==> src/rtl/morse_seq_buffer_if.sv <==
// Encoder-side and consumer-side signals of morse_seq_buffer.
// The master drives the symbol bus and the ready; the slave (the buffer) drives the queue head and status.
interface morse_seq_buffer_if #(
  parameter int MAX_SYMBOLS = 5,
  parameter int DEPTH       = 4
);
  localparam int SW = 2 * MAX_SYMBOLS;
  localparam int LW = $clog2(MAX_SYMBOLS + 1);
  localparam int CW = $clog2(DEPTH + 1);

  logic [2:0]    Signals;
  logic          SeqReady;
  logic          SeqValid;
  logic [SW-1:0] EncSeq;
  logic [LW-1:0] SeqLen;
  logic          Space_EndSeqbar;
  logic          SentFlag;
  logic          Full;
  logic [CW-1:0] Count;
  logic          Overflow;
  logic          TooLong;

  modport master (
    output Signals, SeqReady,
    input  SeqValid, EncSeq, SeqLen, Space_EndSeqbar, SentFlag, Full, Count, Overflow, TooLong
  );

  modport slave (
    input  Signals, SeqReady,
    output SeqValid, EncSeq, SeqLen, Space_EndSeqbar, SentFlag, Full, Count, Overflow, TooLong
  );
endinterface

==> src/rtl/morse_seq_buffer.sv <==
// Morse sequence assembler with a FWFT queue of finished sequences.
// Symbols are edge-detected on the encoder bus (accepted only after an idle sample),
// packed two bits per slot, and closed into the queue on Space/EndSeq.
module morse_seq_buffer #(
  parameter int MAX_SYMBOLS = 5,
  parameter int DEPTH       = 4
) (
  input  logic               Clk,
  input  logic               Reset,
  input  logic               Clear,
  morse_seq_buffer_if.slave  bus
);
  localparam int SW = 2 * MAX_SYMBOLS;
  localparam int LW = $clog2(MAX_SYMBOLS + 1);
  localparam int CW = $clog2(DEPTH + 1);
  localparam int PW = $clog2(DEPTH);

  typedef struct packed {
    logic [SW-1:0] seq;
    logic [LW-1:0] len;
    logic          term;   // 1 = Space, 0 = EndSeq
  } entry_t;

  entry_t                       mem [DEPTH];
  entry_t                       head;
  logic [2:0]                   prev;
  logic [MAX_SYMBOLS-1:0][1:0]  slots;
  logic [LW-1:0]                len;
  logic [PW-1:0]                wr_ptr, rd_ptr;
  logic [CW-1:0]                count;
  logic                         sent, overflow, too_long;
  logic                         accept, is_sym, is_term, pop, room, push_ok;

  // Acceptance qualifiers and queue handshake decisions.
  always_comb begin
    accept  = (prev == 3'b000) && (bus.Signals >= 3'd1) && (bus.Signals <= 3'd4);
    is_sym  = accept && (bus.Signals <= 3'd2);
    is_term = accept && (bus.Signals >= 3'd3);
    pop     = (count != '0) && bus.SeqReady;
    // A full queue still takes a push when the head leaves on the same edge.
    room    = (count != CW'(DEPTH)) || pop;
    push_ok = is_term && room;
  end

  // Sequence assembly: slot packing, length and the symbol-overrun flag.
  always_ff @(posedge Clk or negedge Reset) begin
    if (!Reset) begin
      prev     <= '0;
      slots    <= '1;
      len      <= '0;
      too_long <= 1'b0;
    end else if (Clear) begin
      prev     <= '0;
      slots    <= '1;
      len      <= '0;
      too_long <= 1'b0;
    end else begin
      prev <= bus.Signals;
      if (is_term) begin
        // Assembly restarts even when the push is dropped.
        slots <= '1;
        len   <= '0;
      end else if (is_sym) begin
        if (len == LW'(MAX_SYMBOLS)) begin
          too_long <= 1'b1;
        end else begin
          for (int i = 0; i < MAX_SYMBOLS; i++)
            if (LW'(i) == len) slots[i] <= {1'b0, bus.Signals == 3'd2};
          len <= len + 1'b1;
        end
      end
    end
  end

  // Queue pointers, occupancy and the sent/overflow flags.
  always_ff @(posedge Clk or negedge Reset) begin
    if (!Reset) begin
      wr_ptr   <= '0;
      rd_ptr   <= '0;
      count    <= '0;
      sent     <= 1'b0;
      overflow <= 1'b0;
    end else if (Clear) begin
      wr_ptr   <= '0;
      rd_ptr   <= '0;
      count    <= '0;
      sent     <= 1'b0;
      overflow <= 1'b0;
    end else begin
      sent <= push_ok && (bus.Signals == 3'd4);
      if (is_term && !room) overflow <= 1'b1;
      if (push_ok) wr_ptr <= wr_ptr + 1'b1;
      if (pop)     rd_ptr <= rd_ptr + 1'b1;
      case ({push_ok, pop})
        2'b10:   count <= count + 1'b1;
        2'b01:   count <= count - 1'b1;
        default: count <= count;
      endcase
    end
  end

  // Entry storage; contents are only meaningful while counted as occupied.
  always_ff @(posedge Clk) begin
    if (push_ok && !Clear && Reset) begin
      mem[wr_ptr].seq  <= slots;
      mem[wr_ptr].len  <= len;
      mem[wr_ptr].term <= (bus.Signals == 3'd3);
    end
  end

  assign head                = mem[rd_ptr];
  assign bus.SeqValid        = (count != '0);
  assign bus.EncSeq          = bus.SeqValid ? head.seq  : '1;
  assign bus.SeqLen          = bus.SeqValid ? head.len  : '0;
  assign bus.Space_EndSeqbar = bus.SeqValid ? head.term : 1'b0;
  assign bus.SentFlag        = sent;
  assign bus.Full            = (count == CW'(DEPTH));
  assign bus.Count           = count;
  assign bus.Overflow        = overflow;
  assign bus.TooLong         = too_long;
endmodule

==> src/flat_wrapper.sv <==
// flat-port wrapper written by rule: the top's interface ports become plain ports
module morse_seq_buffer_flat 
#(
  parameter int MAX_SYMBOLS = 5,
  parameter int DEPTH       = 4
)
  (Clk, Reset, Clear, bus_Signals, bus_SeqReady, bus_SeqValid, bus_EncSeq, bus_SeqLen, bus_Space_EndSeqbar, bus_SentFlag, bus_Full, bus_Count, bus_Overflow, bus_TooLong);
  morse_seq_buffer_if #(.MAX_SYMBOLS(MAX_SYMBOLS), .DEPTH(DEPTH)) bus_i ();
  input  logic Clk;
  input  logic Reset;
  input  logic Clear;
  input wire logic [$bits(bus_i.Signals)-1:0] bus_Signals;
  input wire logic [$bits(bus_i.SeqReady)-1:0] bus_SeqReady;
  output wire logic [$bits(bus_i.SeqValid)-1:0] bus_SeqValid;
  output wire logic [$bits(bus_i.EncSeq)-1:0] bus_EncSeq;
  output wire logic [$bits(bus_i.SeqLen)-1:0] bus_SeqLen;
  output wire logic [$bits(bus_i.Space_EndSeqbar)-1:0] bus_Space_EndSeqbar;
  output wire logic [$bits(bus_i.SentFlag)-1:0] bus_SentFlag;
  output wire logic [$bits(bus_i.Full)-1:0] bus_Full;
  output wire logic [$bits(bus_i.Count)-1:0] bus_Count;
  output wire logic [$bits(bus_i.Overflow)-1:0] bus_Overflow;
  output wire logic [$bits(bus_i.TooLong)-1:0] bus_TooLong;
  assign bus_i.Signals = bus_Signals;
  assign bus_i.SeqReady = bus_SeqReady;
  assign bus_SeqValid = bus_i.SeqValid;
  assign bus_EncSeq = bus_i.EncSeq;
  assign bus_SeqLen = bus_i.SeqLen;
  assign bus_Space_EndSeqbar = bus_i.Space_EndSeqbar;
  assign bus_SentFlag = bus_i.SentFlag;
  assign bus_Full = bus_i.Full;
  assign bus_Count = bus_i.Count;
  assign bus_Overflow = bus_i.Overflow;
  assign bus_TooLong = bus_i.TooLong;
  morse_seq_buffer #(.MAX_SYMBOLS(MAX_SYMBOLS), .DEPTH(DEPTH)) u_core (.Clk(Clk), .Reset(Reset), .Clear(Clear), .bus(bus_i));
endmodule
==> config.mk <==
export PLATFORM = sky130hd
export DESIGN_NAME = morse_seq_buffer_flat
export DESIGN_NICKNAME = d
export VERILOG_FILES = /design/src/rtl/morse_seq_buffer_if.sv /design/src/rtl/morse_seq_buffer.sv /design/src/flat_wrapper.sv
export SDC_FILE = /design/constraint.sdc
export NUM_CORES = 1
export LEC_CHECK = 0
export CORE_MARGIN = 5
export CORE_UTILIZATION = 40
export DETAILED_ROUTE_END_ITERATION = 8
export SETUP_SLACK_MARGIN = 0.4
export SLEW_MARGIN = 20
export SYNTH_ARGS = -nofsm -noshare
export SYNTH_HDL_FRONTEND = slang
export SYNTH_SLANG_ARGS = --single-unit
==> constraint.sdc <==
create_clock -name Clk -period 5.8 [get_ports Clk]
set_clock_uncertainty 0.05 [all_clocks]
set_input_delay 0.58 -clock Clk [delete_from_list [all_inputs] [get_ports Clk]]
set_output_delay 0.58 -clock Clk [all_outputs]
set_load 0.005 [all_outputs]
==> flow_summary.json <==
{
  "end_kind": "register",
  "syn_nets": 258,
  "synth.cell_area_um2": 3630,
  "first_pass_iters": 4,
  "grt_max_degree": 28,
  "yosysSeqAreaShare_pct": 64.5,
  "wl_per_cell_um": 17.2,
  "cts_hold_buf": 0,
  "synth_warnings": 0,
  "synthMuxAreaShare_pct": 11.5,
  "dp_hpwl_um": 4290,
  "finalPower_w": 0.00114,
  "cts_htree_levels": 3,
  "p_leak_nw": 1.41,
  "dieArea_um2": 11100,
  "antenna_found_initial": 0,
  "max_slew_margin_pct": 48.1,
  "ios": 29,
  "min_period_ns": 3.26,
  "drtIter0Drc": 94,
  "nFillCells": 799,
  "drc": 0,
  "rows": 34,
  "diodes": 0,
  "setup_viol": 0,
  "grt_pass1_vias": 2104,
  "synth_compound_area_share_pct": 4.86,
  "synth_flop_cell": "edfxtp_1",
  "slew_violations": 0,
  "antenna_left": 0,
  "dp_worst_setup_slack_ns": 2.18,
  "worstSetupStartpointType": "input port",
  "synth_xor_xnor_area_share_pct": 1.21,
  "cts_tree": "done",
  "die_height_um": 105,
  "hold_viol": 0,
  "synthCells": 241,
  "seq_area_um2": 2350,
  "cts_buffers": 9,
  "clk_root_buffer_cell": "clkbuf_8",
  "wl_um": 6580,
  "synth_edf_count": 56,
  "synthSimpleGateAreaFrac_pct": 11.4,
  "clk_path_buf_depth": 2,
  "synth_top_family_by_area": "multiplexers",
  "cts_resized": 0,
  "nets": 287,
  "grt_usage_pct": 12.8,
  "gp_congestion": 0.736,
  "port_buffers": 28,
  "multi_input_area_um2": 1180,
  "area_growth_pct": 16.0,
  "clkLatencyLatePin_ns": 0.34,
  "fin_crit_sh_pct": 56.2,
  "drive_above_1_share_pct": 22.2,
  "tns_ns": 0,
  "vias": 2016,
  "core_region_area_um2": 8810,
  "async_reset_ff_share_pct": 31.7,
  "drv_cap": 0,
  "fmax_ghz": 0.307,
  "ir_worst_vdd_mv": 0.129,
  "power-per-cell-area_nw_per_um2": 270,
  "crit_fanout": 16,
  "cts.reportedPaths.clkPinSlew_ns": 0.08,
  "die_w_um": 105,
  "layout_commonest_cell": "edfxtp_1",
  "grt_pass1_wl_um": 11000,
  "finalInstanceArea_um2": 4220,
  "fin_ws_ns": 2.54,
  "post_cts_buffers": 0,
  "worstMarginPinSlew_ns": 0.779,
  "synth.distinct_cells": 46,
  "worst-setup-path-type": "input port to register",
  "viasPerCell": 5.26,
  "min_path_type": "register to register",
  "status": "completed",
  "numClockSinks": 82,
  "placed_area_um2": 4010,
  "initial_core_util_pct": 41.3,
  "synth_seq_cells": 82,
  "critPathArrivalTime_ns": 3.47,
  "synthAdderAreaFrac_pct": 3.65,
  "overflow": 0,
  "syn_avg_cell_area_um2": 15.1,
  "grt_setup_unrepaired": "false",
  "mostFrequentLayoutCells": "edfxtp_1, clkdlybuf4s50_1, dfrtp_1",
  "cp.required_ns": 6.02
}
==> area by class of cell <==
cell class / count / area share (%)
flip-flops and latches: 82 / 55.7
multi-input cells: 135 / 28.0
repair buffers: 31 / 7.18
well taps: 108 / 3.21
clock buffers: 9 / 2.94
clock inverters: 7 / 1.99
inverters: 11 / 0.980
==> critical path: stages <==
cell	delay (ns)
clkdlybuf4s50_1	0.57
or3b_1	0.51
a21oi_4	0.46
or2_2	0.20
fa_1	0.45
a211o_1	0.29
a31o_1	0.22
a211oi_2	0.19
==> state kept, by name, indices dropped and copies added (netlist names) <==
| signal | count |
|---|---|
| u_core.bus.TooLong | 1 |
| u_core.bus.SentFlag | 1 |
| u_core.mem | 56 |
| u_core.slots | 10 |
| u_core.bus.Overflow | 1 |
| u_core.len | 3 |
| u_core.prev | 3 |
| u_core.rd_ptr | 2 |
| u_core.bus.Count | 3 |
| u_core.wr_ptr | 2 |
==> through the flow <==
step / hold slack, ns / util [%] / std cells
after CTS: 0.474 / 47.9 / 383
after global placement: 0.439 / 45.5 / 367
after floorplan: 0.234 / - / 241
final: 0.465 / 47.9 / 383
after detailed placement: 0.449 / 45.5 / 367
after global routing: 0.500 / 47.9 / 383
==> path summary, 6_finish.rpt <==
path | from | endpoint | slack (ns) | cells past startpoint
min | u_core.bus.Overflow | u_core.bus.Overflow | 0.46 | 2
max reg2reg | u_core.bus.Count[0] | u_core.bus.Count[1] | 2.93 | 9
max in group asynchronous | Reset | u_core.slots[7] | 4.84 | 2
max | bus_Signals[2] | u_core.bus.Count[1] | 2.54 | 8
min reg2reg | u_core.bus.Overflow | u_core.bus.Overflow | 0.46 | 2
min in group asynchronous | Reset | u_core.bus.Count[2] | 0.55 | 2
==> metal layers <==
| metal | vias to the layer above | GRT usage, % | wire length (um) |
|---|---|---|---|
| li1 | 956 | - | - |
| met2 | 42 | 20.1 | 3170 |
| met5 | - | 0 | 0 |
| met3 | 7 | 3.79 | 242 |
| met4 | 0 | 4.87 | 80 |
| met1 | 1011 | 16.9 | 3090 |
==> kinds of logic after synthesis <==
family                   Yosys count
AO/OA/AOI/OAI                     22
XOR/XNOR                           5
adder cells (fa/ha/maj)           10
buffers and inverters             24
flip-flops                        82
multiplexers                      24
AND/OR/NAND/NOR                   74
==> cell usage after synthesis (3+ instances only) <==
| master | n | area, um^2 |
|---|---|---|
| inv_1 | 11 | 41.3 |
| ha_1 | 9 | 113 |
| mux4_2 | 14 | 315 |
| or2_2 | 12 | 75.1 |
| nand3_1 | 4 | 20.0 |
| mux2i_1 | 9 | 90.1 |
| nor2_1 | 11 | 41.3 |
| edfxtp_1 | 56 | 1680 |
| nor4_1 | 5 | 31.3 |
| dfstp_2 | 10 | 263 |
| dfrtp_1 | 16 | 400 |
| nor3_1 | 12 | 60.1 |
| a21oi_1 | 4 | 20.0 |
| a21o_1 | 5 | 37.5 |
| clkbuf_1 | 7 | 26.3 |
| and2_1 | 8 | 50.1 |
| nand2_1 | 9 | 33.8 |
| xnor2_1 | 3 | 26.3 |
| buf_2 | 4 | 20.0 |
==> power by group <==
group	switching, W	internal, W
Clock	0.000218	0.000206
Sequential	0.0000105	0.000629
Combinational	0.0000382	0.0000370
Note: power is estimated with default switching activity, not from simulation.
